**src/rtl/bus_arbiter.sv**
```systemverilog
// Two-master shared-bus arbiter with round-robin or fixed priority, per-transfer
// wait timeout and an abort state that completes the stalled master with a marker word.
module bus_arbiter #(
  parameter int TIMEOUT     = 1024,
  parameter bit ROUND_ROBIN = 1'b1
) (
  input  logic        i_clock,
  input  logic        i_reset,
  input  logic        i_m0_request,
  input  logic        i_m0_rw,
  input  logic [31:0] i_m0_address,
  input  logic [31:0] i_m0_wdata,
  output logic [31:0] o_m0_rdata,
  output logic        o_m0_ready,
  input  logic        i_m1_request,
  input  logic        i_m1_rw,
  input  logic [31:0] i_m1_address,
  input  logic [31:0] i_m1_wdata,
  output logic [31:0] o_m1_rdata,
  output logic        o_m1_ready,
  output logic        o_bus_request,
  output logic        o_bus_rw,
  output logic [31:0] o_bus_address,
  output logic [31:0] o_bus_wdata,
  input  logic [31:0] i_bus_rdata,
  input  logic        i_bus_ready,
  output logic [1:0]  o_grant,
  output logic        o_timeout
);

  localparam logic [1:0]  IDLE       = 2'd0;
  localparam logic [1:0]  GRANT0     = 2'd1;
  localparam logic [1:0]  GRANT1     = 2'd2;
  localparam logic [1:0]  ABORT      = 2'd3;
  localparam logic [31:0] ABORT_DATA = 32'hDEADBEEF;
  localparam logic [16:0] TIMEOUT_C  = 17'(TIMEOUT);

  logic [1:0]  state_r, next_state_s;
  logic        owner_r, next_owner_s;
  logic        last_r, next_last_s;
  logic [15:0] cnt_r, next_cnt_s;
  logic        timeout_r, next_timeout_s;
  logic [1:0]  grant_r, next_grant_s;
  logic        own_req_s;
  logic        pick_m1_s;
  logic [16:0] cnt_inc_s;

  // Arbitration choice when leaving IDLE; last_r = 1 means m1 was served last
  always_comb begin
    pick_m1_s = 1'b0;
    if (i_m0_request && i_m1_request) begin
      pick_m1_s = ROUND_ROBIN ? ~last_r : 1'b0;
    end else begin
      pick_m1_s = i_m1_request;
    end
  end

  // Next-state, wait counter and timeout pulse decisions
  always_comb begin
    next_state_s   = state_r;
    next_owner_s   = owner_r;
    next_last_s    = last_r;
    next_cnt_s     = cnt_r;
    next_timeout_s = 1'b0;
    own_req_s      = owner_r ? i_m1_request : i_m0_request;
    cnt_inc_s      = {1'b0, cnt_r} + 17'd1;
    case (state_r)
      IDLE: begin
        if (i_m0_request || i_m1_request) begin
          next_state_s = pick_m1_s ? GRANT1 : GRANT0;
          next_owner_s = pick_m1_s;
          next_last_s  = pick_m1_s;
          next_cnt_s   = 16'd0;
        end else begin
          next_state_s = IDLE;
        end
      end
      GRANT0, GRANT1: begin
        if (!own_req_s) begin
          next_state_s = IDLE;
        end else if (!i_bus_ready) begin
          // Completion in the same cycle always beats the abort
          next_cnt_s = cnt_inc_s[15:0];
          if ((TIMEOUT_C != 17'd0) && (cnt_inc_s == TIMEOUT_C)) begin
            next_state_s   = ABORT;
            next_timeout_s = 1'b1;
          end else begin
            next_state_s = state_r;
          end
        end else begin
          next_state_s = state_r;
        end
      end
      ABORT: begin
        if (!own_req_s) begin
          next_state_s = IDLE;
        end else begin
          next_state_s = ABORT;
        end
      end
      default: begin
        next_state_s = IDLE;
      end
    endcase
  end

  // Owner indication as it will appear after the coming edge
  always_comb begin
    next_grant_s = 2'b00;
    case (next_state_s)
      GRANT0:  next_grant_s = 2'b01;
      GRANT1:  next_grant_s = 2'b10;
      ABORT:   next_grant_s = next_owner_s ? 2'b10 : 2'b01;
      default: next_grant_s = 2'b00;
    endcase
  end

  // Arbiter registers
  always_ff @(posedge i_clock or negedge i_reset) begin
    if (!i_reset) begin
      state_r   <= IDLE;
      owner_r   <= 1'b0;
      last_r    <= 1'b1;
      cnt_r     <= 16'd0;
      timeout_r <= 1'b0;
      grant_r   <= 2'b00;
    end else begin
      state_r   <= next_state_s;
      owner_r   <= next_owner_s;
      last_r    <= next_last_s;
      cnt_r     <= next_cnt_s;
      timeout_r <= next_timeout_s;
      grant_r   <= next_grant_s;
    end
  end

  // Bus and master return paths steered by the registered state
  always_comb begin
    o_bus_request = 1'b0;
    o_bus_rw      = 1'b0;
    o_bus_address = 32'd0;
    o_bus_wdata   = 32'd0;
    o_m0_rdata    = 32'd0;
    o_m0_ready    = 1'b0;
    o_m1_rdata    = 32'd0;
    o_m1_ready    = 1'b0;
    case (state_r)
      GRANT0: begin
        o_bus_request = i_m0_request;
        o_bus_rw      = i_m0_rw;
        o_bus_address = i_m0_address;
        o_bus_wdata   = i_m0_wdata;
        o_m0_rdata    = i_bus_rdata;
        o_m0_ready    = i_bus_ready;
      end
      GRANT1: begin
        o_bus_request = i_m1_request;
        o_bus_rw      = i_m1_rw;
        o_bus_address = i_m1_address;
        o_bus_wdata   = i_m1_wdata;
        o_m1_rdata    = i_bus_rdata;
        o_m1_ready    = i_bus_ready;
      end
      ABORT: begin
        if (owner_r) begin
          o_m1_rdata = ABORT_DATA;
          o_m1_ready = 1'b1;
        end else begin
          o_m0_rdata = ABORT_DATA;
          o_m0_ready = 1'b1;
        end
      end
      default: begin
        o_bus_request = 1'b0;
      end
    endcase
  end

  assign o_grant   = grant_r;
  assign o_timeout = timeout_r;

endmodule

```
**config.mk**
```make
export PLATFORM = sky130hd
export DESIGN_NAME = bus_arbiter
export DESIGN_NICKNAME = d
export VERILOG_FILES = /design/src/rtl/bus_arbiter.sv
export SDC_FILE = /design/constraint.sdc
export NUM_CORES = 1
export LEC_CHECK = 0
export BUFFER_PORTS_ARGS = -buffer_cell sky130_fd_sc_hd__buf_2
export CAP_MARGIN = 15
export CELL_PAD_IN_SITES_DETAIL_PLACEMENT = 1
export CELL_PAD_IN_SITES_GLOBAL_PLACEMENT = 2
export CORE_ASPECT_RATIO = 0.9
export CORE_MARGIN = 8
export CORE_UTILIZATION = 14
export DETAILED_ROUTE_END_ITERATION = 12
export PLACE_DENSITY = 0.74
export SYNTH_ARGS = -nofsm -noshare
export SYNTH_HDL_FRONTEND = slang
export SYNTH_SLANG_ARGS = --single-unit
```
**constraint.sdc**
```tcl
create_clock -name i_clock -period 2.4 [get_ports i_clock]
set_clock_uncertainty 0.2 [all_clocks]
set_input_delay 0.72 -clock i_clock [delete_from_list [all_inputs] [get_ports i_clock]]
set_output_delay 0.72 -clock i_clock [all_outputs]
set_load 0.02 [all_outputs]
```
Word-level counts from Yosys, hierarchy flattened
Cells that the tools add are included.
{"block": "word_totals", "register_bits": 23, "input_bits": 167, "out_inout_bits": 135, "elab_cells": 58}
{"block": "classes", "n_addsub": 1, "eq_ne": 10, "mux": 33, "bitwise": 1, "reduce_logical": 7}
{"cell": "32-bit case mux with 2 select lines", "count": 4}
{"cell": "32-bit two-way mux", "count": 2}
{"cell": "16-bit two-way mux", "count": 3}
{"cell": "16-bit case mux with 2 select lines", "count": 1}
{"cell": "16-bit by 1-bit adder with 17-bit output, second input constant", "count": 1}
{"cell": "17-bit by 11-bit equality test with 1-bit output, second input constant", "count": 1}
{"cell": "2-bit two-way mux", "count": 7}
{"cell": "2-bit case mux with 3 select lines", "count": 2}
{"cell": "1-bit two-way mux", "count": 10}
{"cell": "2-bit equality test, second input constant", "count": 4}
{"cell": "1-bit case mux with 2 select lines", "count": 4}
{"cell": "2-bit inequality test, second input constant", "count": 3}
{"cell": "2-bit by 1-bit equality test with 1-bit output, second input constant", "count": 2}
{"cell": "4-bit AND reduction", "count": 1}
{"cell": "2-bit logical NOT", "count": 1}
{"cell": "2-bit AND reduction", "count": 1}
{"cell": "2-bit nonzero test", "count": 1}
{"cell": "2-bit OR reduction", "count": 1}
{"cell": "1-bit logical AND", "count": 1}
{"cell": "1-bit logical OR", "count": 1}
{"cell": "1-bit NOT", "count": 1}

Longest topological paths before layout
Gate-level depths: netlist of run 1.
{"block": "logic_depth", "ltp_word": 8, "depth_mapped": 9, "ltp_nobuf": 8}

Worst setup path before layout of run 1
OpenSTA, ideal clock, no wires.
{"block": "synth_timing", "path_kind": "register to output", "from": "register state_r[0]", "to": "output port o_m1_rdata[10]", "t_arrival_ns": 1.648, "required_time_ns": 1.480, "slack_ns": -0.168, "path_stages_with_launch": 8, "n_path_buf": 3, "cell_sequence": "dfrtp_1 inv_1 ha_1 clkbuf_1 clkbuf_1 buf_1 nand2_1 nand2_1"}
{"block": "synth_via", "elab_chain_cells": 2, "elab_cells_between_ends": 3, "cone_classes": "2 x eq/ne; 1 x mux"}
{"item": "from (decl)", "line_no": "38", "text": "logic [1:0] state_r, next_state_s;"}
{"item": "from (signal assigned)", "line_no": "128", "text": "state_r <= next_state_s;"}
{"item": "2-bit equality test", "line_no": "147", "text": "case (state_r)"}
{"item": "32-bit case mux with 2 select lines *", "line_no": "147"}
{"item": "to (decl)", "line_no": "19", "text": "output logic [31:0] o_m1_rdata,"}
Mark *: on every way between the ends. The rest lies on a longest branch, timed or not.

Worst setup path in the final report of run 1
{"block": "layout_timing", "from": "register state_r[0]", "to": "output port o_bus_wdata[11]"}
{"block": "layout_via", "elab_chain_cells": 2, "elab_cells_between_ends": 3, "cone_classes": "2 x eq/ne; 1 x mux"}
{"item": "2-bit equality test or 2-bit by 1-bit equality test with 1-bit output (tied branches)", "line_no": "147"}
{"item": "32-bit case mux with 2 select lines *", "line_no": "147"}
{"item": "to (decl)", "line_no": "24", "text": "output logic [31:0] o_bus_wdata,"}
Marked as above.

==> results of run 1 <==
## what timing repair did
item                                    in CTS  in global routing
gates resized for setup                    199                192
pin swaps                                    5                 31
endpoints found under the setup margin     127                134
setup buffers                                8                 20
gates cloned                                 3                 15
## registers in the layout, indices dropped and copies added (netlist names)
register and flops:
last_r 1, cnt_r 16, state_r 2, o_timeout 1, owner_r 1, o_grant 2
## Yosys cell counts, types with 6 or more instances
master / n / share of area (%)
sky130_fd_sc_hd__a22oi_1: 66 / 17
sky130_fd_sc_hd__and2_1: 17 / 3.5
sky130_fd_sc_hd__clkbuf_1: 35 / 4.4
sky130_fd_sc_hd__dfrtp_1: 22 / 18
sky130_fd_sc_hd__ha_1: 6 / 2.5
sky130_fd_sc_hd__inv_1: 8 / 1.0
sky130_fd_sc_hd__nand2_1: 115 / 14
sky130_fd_sc_hd__nand3_1: 8 / 1.3
sky130_fd_sc_hd__nor2_1: 20 / 2.5
sky130_fd_sc_hd__nor2b_1: 67 / 14
sky130_fd_sc_hd__o21ai_0: 20 / 3.3
## logic make-up (layout without fill, tap and decap cells)
kind of cell / Yosys count / after routing / share of synthesized area [%]
AOI/OAI and AO/OA: 116 / 116 / 27.64
xor gates and xnor gates: 8 / 8 / 2.334
adders and majority gates: 6 / 6 / 2.501
buffers and inverters: 49 / 402 / 6.336
DFF: 23 / 23 / 19.22
muxes: 1 / 1 / 0.3751
other: 0 / 1 / 0
and+or+nand+nor: 248 / 248 / 41.60
## final cells by class
cell class | count | area (um2) | share of cell area [%]
well taps | 291 | 364.1 | 4.812
inverters | 8 | 30.03 | 0.3968
repair buffers | 390 | 3576 | 47.26
clock buffers | 4 | 78.83 | 1.042
diodes | 1 | 2.502 | 0.03307
multi-input cells | 379 | 2939 | 38.84
flip-flops and latches | 23 | 576.8 | 7.622
## worst register-to-register path: stages (launching register included)
cell and delay, ps:
sky130_fd_sc_hd__dfrtp_1 400, sky130_fd_sc_hd__inv_2 130, sky130_fd_sc_hd__ha_4 240, sky130_fd_sc_hd__buf_6 140, sky130_fd_sc_hd__buf_4 140, sky130_fd_sc_hd__a21oi_1 150
sky130_fd_sc_hd__nor2_1 90, sky130_fd_sc_hd__a22o_1 200, sky130_fd_sc_hd__a32oi_1 300, sky130_fd_sc_hd__o21ai_4 120, sky130_fd_sc_hd__a21boi_2 170
## power groups by stage
| stage | Sequential, uW | Clock (uW) | Combinational, uW |
|---|---|---|---|
| floorplan | 534 | 0 | 3320 |
| global placement | 518 | 0 | 5570 |
| detailed placement | 521 | 0 | 5600 |
| CTS | 520 | 379 | 7130 |
| global route | 532 | 393 | 9570 |
| finish | 524 | 368 | 9170 |
## per-stage QoR
stage | cell area [um2] | util, % | setup slack (ps)
after floorplan | 3176 | - | -39.43
after global placement | 5385 | 25.27 | 18.09
after detailed placement | 5385 | 25.27 | -45.36
after CTS | 6367 | 29.88 | -183.3
after global routing | 7567 | 35.51 | -286.8
final | 7567 | 35.51 | -234.6
## worst paths after layout
check | to | depth (start not counted) | slack, ps
hold / removal | o_timeout$_DFF_PN0_ | 1 | 260
hold reg to reg | last_r$_DFFE_PN1P_ | 2 | 340
setup / recovery | o_bus_wdata[11] | 7 | -230
setup reg to reg | o_grant[0]$_DFF_PN0_ | 10 | 20
min in group i_clock | last_r$_DFFE_PN1P_ | 2 | 340
max in group asynchronous | last_r$_DFFE_PN1P_ | 1 | 1370
## metal layers
| layer | vias up | GRT usage, % | part of all wire [%] |
|---|---|---|---|
| met5 | - | 0 | 0.058 |
| met4 | 2 | 3.589 | 2.9 |
| met3 | 34 | 2.584 | 6.5 |
| met2 | 229 | 24.79 | 51 |
| met1 | 2411 | 15.70 | 40 |
| li1 | 2283 | - | - |
==> summary.md, run 1 <==
GRT
• 29 — pin count of the biggest net entering global routing
• 2 — number of antenna violations at the first check in global routing
• 13.51% — total global routing track utilization
• 28.73 mm — first-pass GRT wire length
• 0 — overall overflow remaining after global route
• 4832 — via count of the first global-routing pass

Timing
• 379.6 MHz — f_max
• -234.6 ps — worst-case setup margin in the final layout
• 109.8% — final worst-path cycle share
• 62.03% — max-slew headroom at the worst pin
• true — RSZ-0062 raised after global routing
• -21380 ps — setup total negative slack
• 131 — total of endpoints with negative setup slack in the final report
• 0 — final max-slew violation count
• 2635 ps — final period demand of the worst path
• 569.6 ps — measured slew at the worst slew-check pin
• 257.1 ps — worst hold-check slack
• 0 — final hold violations

Power and ir drop
• 91.1% — proportion of power drawn by combinational gates
• 5.2% — Seq pwr share
• 4493 uW — switching power
• 0.003559 uW — leakage power figure
• 1330 nW/um2 — pwr/cell area
• 3.7% — clock network fraction of total power
• 5573 uW — internal power
• 44.64% — net switching share of the total power
• 0.0005408 V — maximum VDD drop
• 10070 uW — Tot Pwr

Placement
• 301 — number of buffer cells added on primary ports
• 1046 — Post-Place Cells
• 0.8850 — final weighted congestion in routability-driven placement
• 15.28 mm — HPWL reported at the end of detailed placement

Setup path
• 4 — Critical path buffers and inverters
• reg2out — type of the setup path with the least slack
• 400 ps — stage delay of the slowest cell on the critical path
• 1480 ps — WP data required
• state_r[1]$_DFF_PN0_ — worst r2r src
• flip-flop — startpoint class of the critical path
• buf_6 > ha_4 > buf_12 > buf_8 > a22oi_2 > nor2b_2 > buf_6 — chain of cells forming the critical path
• output pin — type of element capturing the critical path
• state_r[0]$_DFF_PN0_ — timing startpoint of the critical path
• buffers and inverters — category of cells accounting for the largest share of critical-path delay
• 1710 ps — CP Data Arrival Time
• 8 — largest driver fanout on the critical path
• sky130_fd_sc_hd__buf_6 — Crit path top cell by count
• sky130_fd_sc_hd__dfrtp_1 — cell with the largest stage delay on the worst path

Detailed routing
• 0 — drc violations
• 20.58 um — routed len/inst
• 4959 — vias after detailed routing
• 4 — count of TritonRoute iterations in the first routing pass
• 0 — number of nets with antenna violations after detailed routing
• 220 — Iteration-0 DRC Markers
• 22.56 mm — overall routed net length
• 4.525 — detailed-route vias per instance

Yosys
• 624 — nets in the synthesized netlist
• 23 — number of synthesized register bits
• 3002 um2 — cell area after synthesis
• 0 — Post-synth EDFFs
• 100.0% — async set or reset register ratio after synthesis
• 19.22% — sequential-to-total area share from yosys stat
• sky130_fd_sc_hd__dfrtp_1 — flip-flop cell with the highest count after synthesis
• 6.655 um2 — synthesized area per cell
• 451 — Cells after Synth
• 49 — Yosys cell types
• 0 — Synth Warn #

Cells and area
• 2539 — number of filler cells placed in the layout
• 152.1% — area growth from synthesis to layout
• 1096 — Non-Filler Instances
• 70.40% — layout cell share with drive strength beyond 1
• sky130_fd_sc_hd__buf_2, sky130_fd_sc_hd__buf_6, sky130_fd_sc_hd__nand2_1, sky130_fd_sc_hd__a22oi_2, sky130_fd_sc_hd__nor2b_2 — commonest non-fill, non-tap cells in the layout
• 978 — Final Net Count
• sky130_fd_sc_hd__buf_2 — commonest non-fill, non-tap cell in the layout

Clocking
• yes — clock tree from TritonCTS
• 260 ps — insertion delay to the later sink of the worst-skew pair
• 0 — post-cts hold buffer count
• 23 — total clock sinks
• 3 — CTS Buf Count
• sky130_fd_sc_hd__clkbuf_16 — clk root buf
• 2 — buffers from clock root to sink, at most
• 1 — H-Tree Level Count
• 60 ps — CTS clock-pin slew for the worst setup and hold paths

Floorplan
• 21310 um2 — core area
• 170.3 um — die outline width
• 51 — row count
• 14.08% — Starting Density
• 302 — IO Count
• 26390 um2 — die footprint
• 154.9 um — height of the die

Hold path
• in2async — classification of the worst-slack hold path

Run
• 0 — max-cap violation count

Status
• negative setup slack — violated checks
• complete, but fails checks — status

Power figures use the tool's default switching activity.
==> run 2: changes to the inputs <==
==> config.mk (replaced) <==
export PLATFORM = sky130hd
export DESIGN_NAME = bus_arbiter
export DESIGN_NICKNAME = d
export VERILOG_FILES = /design/src/rtl/bus_arbiter.sv
export SDC_FILE = /design/constraint.sdc
export NUM_CORES = 1
export LEC_CHECK = 0
export BUFFER_PORTS_ARGS = -buffer_cell sky130_fd_sc_hd__buf_2
export CAP_MARGIN = 15
export CORE_AREA = 8 8 111 113
export DETAILED_ROUTE_END_ITERATION = 12
export DIE_AREA = 0 0 119 121
export PLACE_DENSITY = 0.68
export SYNTH_ARGS = -nofsm -noshare
export SYNTH_HDL_FRONTEND = slang
export SYNTH_SLANG_ARGS = --single-unit
==> run 2 against run 1 <==
Effect of this change:
- the flow still finishes with violations (negative setup slack)
- via count shrank 3.1%
- core utilization grew 27 points
- sequential power shrank 3%
- first-iteration DRC count grew 69%
- worst hold slack lost 41 ps
- critical path type unchanged
==> summary.md, run 2 (synthesized netlist as in run 1, its figures left out) <==
Clocking
• 23 — total clock sinks, unchanged
• 90 ps — CTS clock-pin slew for the worst setup and hold paths, +30 ps
• sky130_fd_sc_hd__clkbuf_8 — clk root buf
• 3 — CTS Buf Count, unchanged
• 1 — H-Tree Level Count, unchanged
• 0 — post-cts hold buffer count, unchanged
• yes — clock tree from TritonCTS
• 2 — buffers from clock root to sink, at most, unchanged
• 270 ps — insertion delay to the later sink of the worst-skew pair, about the same

Placement
• 301 — number of buffer cells added on primary ports, unchanged
• -42.18 ps — minimum setup slack after placement, +3.175 ps
• 903 — Post-Place Cells, -14%
• 14.24 mm — HPWL reported at the end of detailed placement, -6.8%
• 0.9332 — final weighted congestion in routability-driven placement, +5.4%

Floorplan
• 10600 um2 — core area, -50%
• 302 — IO Count, unchanged
• 119 um — die outline width, -30%
• 28.31% — Starting Density, +14 points
• 121 um — height of the die, -22%
• 38 — row count, -25%
• 14400 um2 — die footprint, -45%

Cells and area
• 966 — Final Net Count, -1.2%
• sky130_fd_sc_hd__buf_2, sky130_fd_sc_hd__nand2_1, sky130_fd_sc_hd__buf_6, sky130_fd_sc_hd__buf_4, sky130_fd_sc_hd__nor2b_2 — commonest non-fill, non-tap cells in the layout
• sky130_fd_sc_hd__buf_2 — commonest non-fill, non-tap cell in the layout
• 16 — Largest register FFs, unchanged
• 121.3% — area growth from synthesis to layout
• 67.05% — layout cell share with drive strength beyond 1, -3.4 points
• 576.8 um2 — Seq. cell area, unchanged
• cnt_r — register with the highest flop count
• 933 — Non-Filler Instances, -15%
• 62.65% — Final Core Density, +27 points
• 2773 um2 — area of the multi-input gates, -5.7%
• 922 — number of filler cells placed in the layout, -64%

Detailed routing
• 21.28 um — routed len/inst, +3.4%
• 0 — number of nets with antenna violations after detailed routing, unchanged
• 5 — count of TritonRoute iterations in the first routing pass, +1
• 5.148 — detailed-route vias per instance, +14%
• 0 — drc violations, unchanged
• 4803 — vias after detailed routing, -3.1%
• 19.85 mm — overall routed net length, -12%
• 371 — Iteration-0 DRC Markers, +69%

Power and ir drop
• 0.003299 uW — leakage power figure, -7.3%
• 0.0007354 V — maximum VDD drop, +36%
• 1329 nW/um2 — pwr/cell area, about the same

Setup path
• sky130_fd_sc_hd__dfrtp_1 — cell with the largest stage delay on the worst path
• reg2out — type of the setup path with the least slack
• 1480 ps — WP data required, about the same
• output pin — type of element capturing the critical path
• 4 — Critical path buffers and inverters, unchanged
• buf_6 > ha_4 > buf_4 > buf_6 > a22oi_2 > nor2b_4 > buf_6 — chain of cells forming the critical path
• flip-flop — startpoint class of the critical path
• 9 — largest driver fanout on the critical path, +1
• buffers and inverters — category of cells accounting for the largest share of critical-path delay
• 0 ps — flop-to-flop setup slack, -20 ps
• state_r[0]$_DFF_PN0_ — worst r2r src
• 1760 ps — CP Data Arrival Time, +50 ps
• 410 ps — stage delay of the slowest cell on the critical path, about the same
• sky130_fd_sc_hd__buf_6 — Crit path top cell by count
• 10 — number of cells on the worst reg-to-reg path, unchanged
• cnt_r[15]$_DFFE_PN0P_ — terminus of the critical flop-to-flop path

GRT
• 24.22% — total global routing track utilization, +11 points
• 27.41 mm — first-pass GRT wire length, -4.6%
• 9 — number of antenna violations at the first check in global routing, +7
• 0 — overall overflow remaining after global route, unchanged
• 4571 — via count of the first global-routing pass, -5.4%
• 43 — pin count of the biggest net entering global routing, +48%

Timing
• -276.5 ps — worst-case setup margin in the final layout, -41.91 ps
• 64.57% — max-slew headroom at the worst pin, +2.5 points
• 0 — final max-slew violation count, unchanged
• 2677 ps — final period demand of the worst path, +41.91 ps
• 0 — final hold violations, unchanged
• 531.4 ps — measured slew at the worst slew-check pin, -38.22 ps
• 373.6 MHz — f_max, -1.6%
• 111.5% — final worst-path cycle share, +1.7 points
• 132 — total of endpoints with negative setup slack in the final report, +0.76%
• true — RSZ-0062 raised after global routing

Status
• complete, but fails checks — status
• negative setup slack — violated checks

Run
• 0 — max-cap violation count, unchanged

Hold path
• in2async — classification of the worst-slack hold path

## run 2: cell types whose count changed in the layout (fill, tap and decap cells not counted), moves of 8 or more
cell                        previous run  this run
sky130_fd_sc_hd__a22oi_1               4        12
sky130_fd_sc_hd__a22oi_2              62        54
sky130_fd_sc_hd__buf_2               172       181
sky130_fd_sc_hd__buf_4                40        85
sky130_fd_sc_hd__buf_6               140        90
sky130_fd_sc_hd__clkbuf_16            15         3
## run 2: worst max-delay path by stage
| stage | from | to | cells past startpoint |
|---|---|---|---|
| CTS | state_r[0]$_DFF_PN0_ | o_bus_wdata[8] | 6 |
| detailed placement | state_r[0]$_DFF_PN0_ | o_bus_wdata[6] | 6 |
| global placement | state_r[0]$_DFF_PN0_ | o_bus_wdata[6] | 6 |
| finish | state_r[0]$_DFF_PN0_ | o_bus_wdata[13] | 7 |
| global route | state_r[0]$_DFF_PN0_ | o_bus_wdata[25] | 7 |
| floorplan | state_r[0]$_DFF_PN0_ | o_bus_address[0] | 6 |
## run 2: layout make-up
class                           instances  share of cell area, %
Tap cell                              140                  2.637
Sequential cell                        23                  8.683
Multi-Input combinational cell        379                  41.74
Inverter                                8                 0.4521
Clock buffer                            4                 0.6781
Timing Repair Buffer                  378                  45.77
Antenna cell                            1                0.03767
## run 2: per-layer routing
layer  share of wire (%)  track usage [%]
met3                 6.3            5.444
met1                  40            28.32
met4                 3.3            9.012
met5                0.10                0
met2                  50            42.40
## run 2: repair_timing
item                                    in CTS  in global routing
endpoints found under the setup margin     132                147
cloned                                       6                  3
setup buffers                               12                  4
resized for setup                          201                 96
pin swaps                                   17                  4
## run 2: per-stage QoR
stage	cell area, um2	setup TNS [ps]	power (uW)	hold WS [ps]
after floorplan	3176	-2421	3851	224.4
after global placement	5206	-54.27	5933	322.6
after detailed placement	5206	-94.03	5933	325.7
after CTS	6206	-22130	7988	235.4
after global routing	6643	-32410	9209	259.8
final	6643	-22850	8830	216.5
## run 2: power breakdown
part,total (uW),internal [uW],switching (uW)
registers,508,456,51.2
clock network,253,119,134
logic,8070,4130,3940
==> run 3: changes to the inputs <==
--- a/config.mk
+++ b/config.mk
@@ -11,6 +11,7 @@
 export DETAILED_ROUTE_END_ITERATION = 12
 export DIE_AREA = 0 0 119 121
 export PLACE_DENSITY = 0.68
+export SKIP_LAST_GASP = 1
 export SYNTH_ARGS = -nofsm -noshare
 export SYNTH_HDL_FRONTEND = slang
 export SYNTH_SLANG_ARGS = --single-unit
==> run 3 against run 2 <==
Effect of this change:
- the run still ends with negative setup slack left
- setup slack better by 10 ps
- final area down 5.9%
- combinational power down 7.9%
- die area unchanged
- total power down 7.2%
- largest power group unchanged
- core utilization down 3.7 points
- first-iteration DRC count down 7.3%
- maximum frequency up 0.39%
==> summary.md, run 3 (synthesized netlist as in run 1, its figures left out) <==
Status
• complete, but fails checks — status
• negative setup slack — violated checks

Setup path
• 1750 ps — CP Data Arrival Time, about the same
• output pin — type of element capturing the critical path
• buffers and inverters — category of cells accounting for the largest share of critical-path delay
• 400 ps — stage delay of the slowest cell on the critical path, about the same
• 12 — largest driver fanout on the critical path, +3
• reg2out — type of the setup path with the least slack
• flip-flop — startpoint class of the critical path
• sky130_fd_sc_hd__buf_4 — Crit path top cell by count
• 1480 ps — WP data required, about the same
• 4 — Critical path buffers and inverters, unchanged
• sky130_fd_sc_hd__dfrtp_1 — cell with the largest stage delay on the worst path
• inv_2 > ha_4 > buf_12 > a22oi_2 > buf_4 > nor2b_2 > buf_4 — chain of cells forming the critical path

GRT
• 4452 — via count of the first global-routing pass, -2.6%
• 43 — pin count of the biggest net entering global routing, unchanged
• 26.70 mm — first-pass GRT wire length, -2.6%
• 23.50% — total global routing track utilization, -0.72 points
• 8 — number of antenna violations at the first check in global routing, -1
• 27.63% — grt met1 use, -0.69 points
• 6.142% — met3 Track Usage GR, +0.70 points
• 0 — overall overflow remaining after global route, unchanged
• 40.64% — M2 GR Usage, -1.8 points
• met2 — most crowded layer after global routing

Cells and area
• 108.2% — area growth from synthesis to layout
• sky130_fd_sc_hd__buf_2 — commonest non-fill, non-tap cell in the layout
• 66.58% — layout cell share with drive strength beyond 1, -0.46 points
• 968 — number of filler cells placed in the layout, +5.0%
• 967 — Final Net Count, +0.10%
• sky130_fd_sc_hd__buf_2, sky130_fd_sc_hd__nand2_1, sky130_fd_sc_hd__nor2b_2, sky130_fd_sc_hd__buf_4, sky130_fd_sc_hd__a22oi_2 — commonest non-fill, non-tap cells in the layout
• 16 — Largest register FFs, unchanged
• 58.95% — Final Core Density, -3.7 points
• cnt_r — register with the highest flop count

Floorplan
• 119 um — die outline width, unchanged
• 10600 um2 — core area, unchanged
• 121 um — height of the die, unchanged
• 38 — row count, unchanged
• 302 — IO Count, unchanged
• 28.31% — Starting Density, unchanged
• 14400 um2 — die footprint, unchanged

Clocking
• 2 — buffers from clock root to sink, at most, unchanged
• 90 ps — CTS clock-pin slew for the worst setup and hold paths, about the same
• sky130_fd_sc_hd__clkbuf_8 — clk root buf
• 270 ps — insertion delay to the later sink of the worst-skew pair, about the same
• 23 — total clock sinks, unchanged
• 0 — post-cts hold buffer count, unchanged
• 3 — CTS Buf Count, unchanged
• yes — clock tree from TritonCTS
• 1 — H-Tree Level Count, unchanged

Timing
• true — RSZ-0062 raised after global routing
• -23170 ps — setup total negative slack, -320.9 ps
• 0 — final max-slew violation count, unchanged
• 111.1% — final worst-path cycle share, -0.43 points
• -266.2 ps — worst-case setup margin in the final layout, +10.30 ps
• 375.1 MHz — f_max, +0.39%
• 219.5 ps — worst hold-check slack, +2.959 ps
• 132 — total of endpoints with negative setup slack in the final report, unchanged
• 0 — final hold violations, unchanged
• 536.9 ps — measured slew at the worst slew-check pin, +5.482 ps
• 64.21% — max-slew headroom at the worst pin, -0.37 points
• 2666 ps — final period demand of the worst path, -10.30 ps

Detailed routing
• 20.36 um — routed len/inst, -4.3%
• 0 — drc violations, unchanged
• 4781 — vias after detailed routing, -0.46%
• 5.113 — detailed-route vias per instance, -0.67%
• 5 — count of TritonRoute iterations in the first routing pass, unchanged
• 344 — Iteration-0 DRC Markers, -7.3%
• 0 — number of nets with antenna violations after detailed routing, unchanged
• 19.04 mm — overall routed net length, -4.1%

Power and ir drop
• 8191 uW — Tot Pwr, -7.2%
• 0.003243 uW — leakage power figure, -1.7%
• 1311 nW/um2 — pwr/cell area, -1.4%
• 0.0006628 V — maximum VDD drop, -9.9%

Placement
• 14.24 mm — HPWL reported at the end of detailed placement, unchanged
• -42.18 ps — minimum setup slack after placement, unchanged
• 301 — number of buffer cells added on primary ports, unchanged
• 0.9332 — final weighted congestion in routability-driven placement, unchanged

Hold path
• in2async — classification of the worst-slack hold path

Run
• 0 — max-cap violation count, unchanged

[run 3: worst paths after layout]
| path | start | end | slack [ps] | depth (start not counted) |
|---|---|---|---|---|
| max in group asynchronous | i_reset | last_r$_DFFE_PN1P_ | 1410 | 1 |
| worst min-delay path | i_reset | cnt_r[4]$_DFFE_PN0P_ | 220 | 1 |
| worst max-delay path | state_r[1]$_DFF_PN0_ | o_bus_wdata[22] | -270 | 7 |
| min in group i_clock | last_r$_DFFE_PN1P_ | last_r$_DFFE_PN1P_ | 340 | 2 |
| worst min register to register | last_r$_DFFE_PN1P_ | last_r$_DFFE_PN1P_ | 340 | 2 |
| worst max register to register | state_r[0]$_DFF_PN0_ | cnt_r[15]$_DFFE_PN0P_ | 10 | 10 |
[run 3: area by class of cell]
type | count | area [um2] | area share (%)
Antenna cell | 2 | 5.005 | 0.08008
Clock buffer | 4 | 45.04 | 0.7207
Inverter | 8 | 30.03 | 0.4805
Multi-Input combinational cell | 379 | 2740 | 43.84
Sequential cell | 23 | 576.8 | 9.229
Tap cell | 140 | 175.2 | 2.803
Timing Repair Buffer | 379 | 2678 | 42.84
[run 3: report_power, final]
group          internal (uW)  total (uW)  switching (uW)  leakage, uW
Combinational           3650        7430            3780      0.00291
Clock                    119         253             134    0.0000228
Sequential               456         508            51.4     0.000311
Total                   4230        8190            3960      0.00324
[run 3: timing repair]
action                                  CTS  global route
resized for setup                       112            52
endpoints found under the setup margin  132           145
setup buffers                            12             5
pin swaps                                17             5
gates cloned                              6             3
[run 3: metal layers]
metal,wire length [um],vias up,part of all wire [%]
met2,9407,220,49
met5,20,-,0.11
met4,567,4,3.0
li1,-,2258,-
met1,7486,2257,39
met3,1554,42,8.2
[run 3: stage by stage]
stage / cell area (um2) / std cells
final: 6250 / 935
after global routing: 6245 / 933
after floorplan: 3176 / 451
after detailed placement: 5206 / 903
after CTS: 5939 / 925
after global placement: 5206 / 903
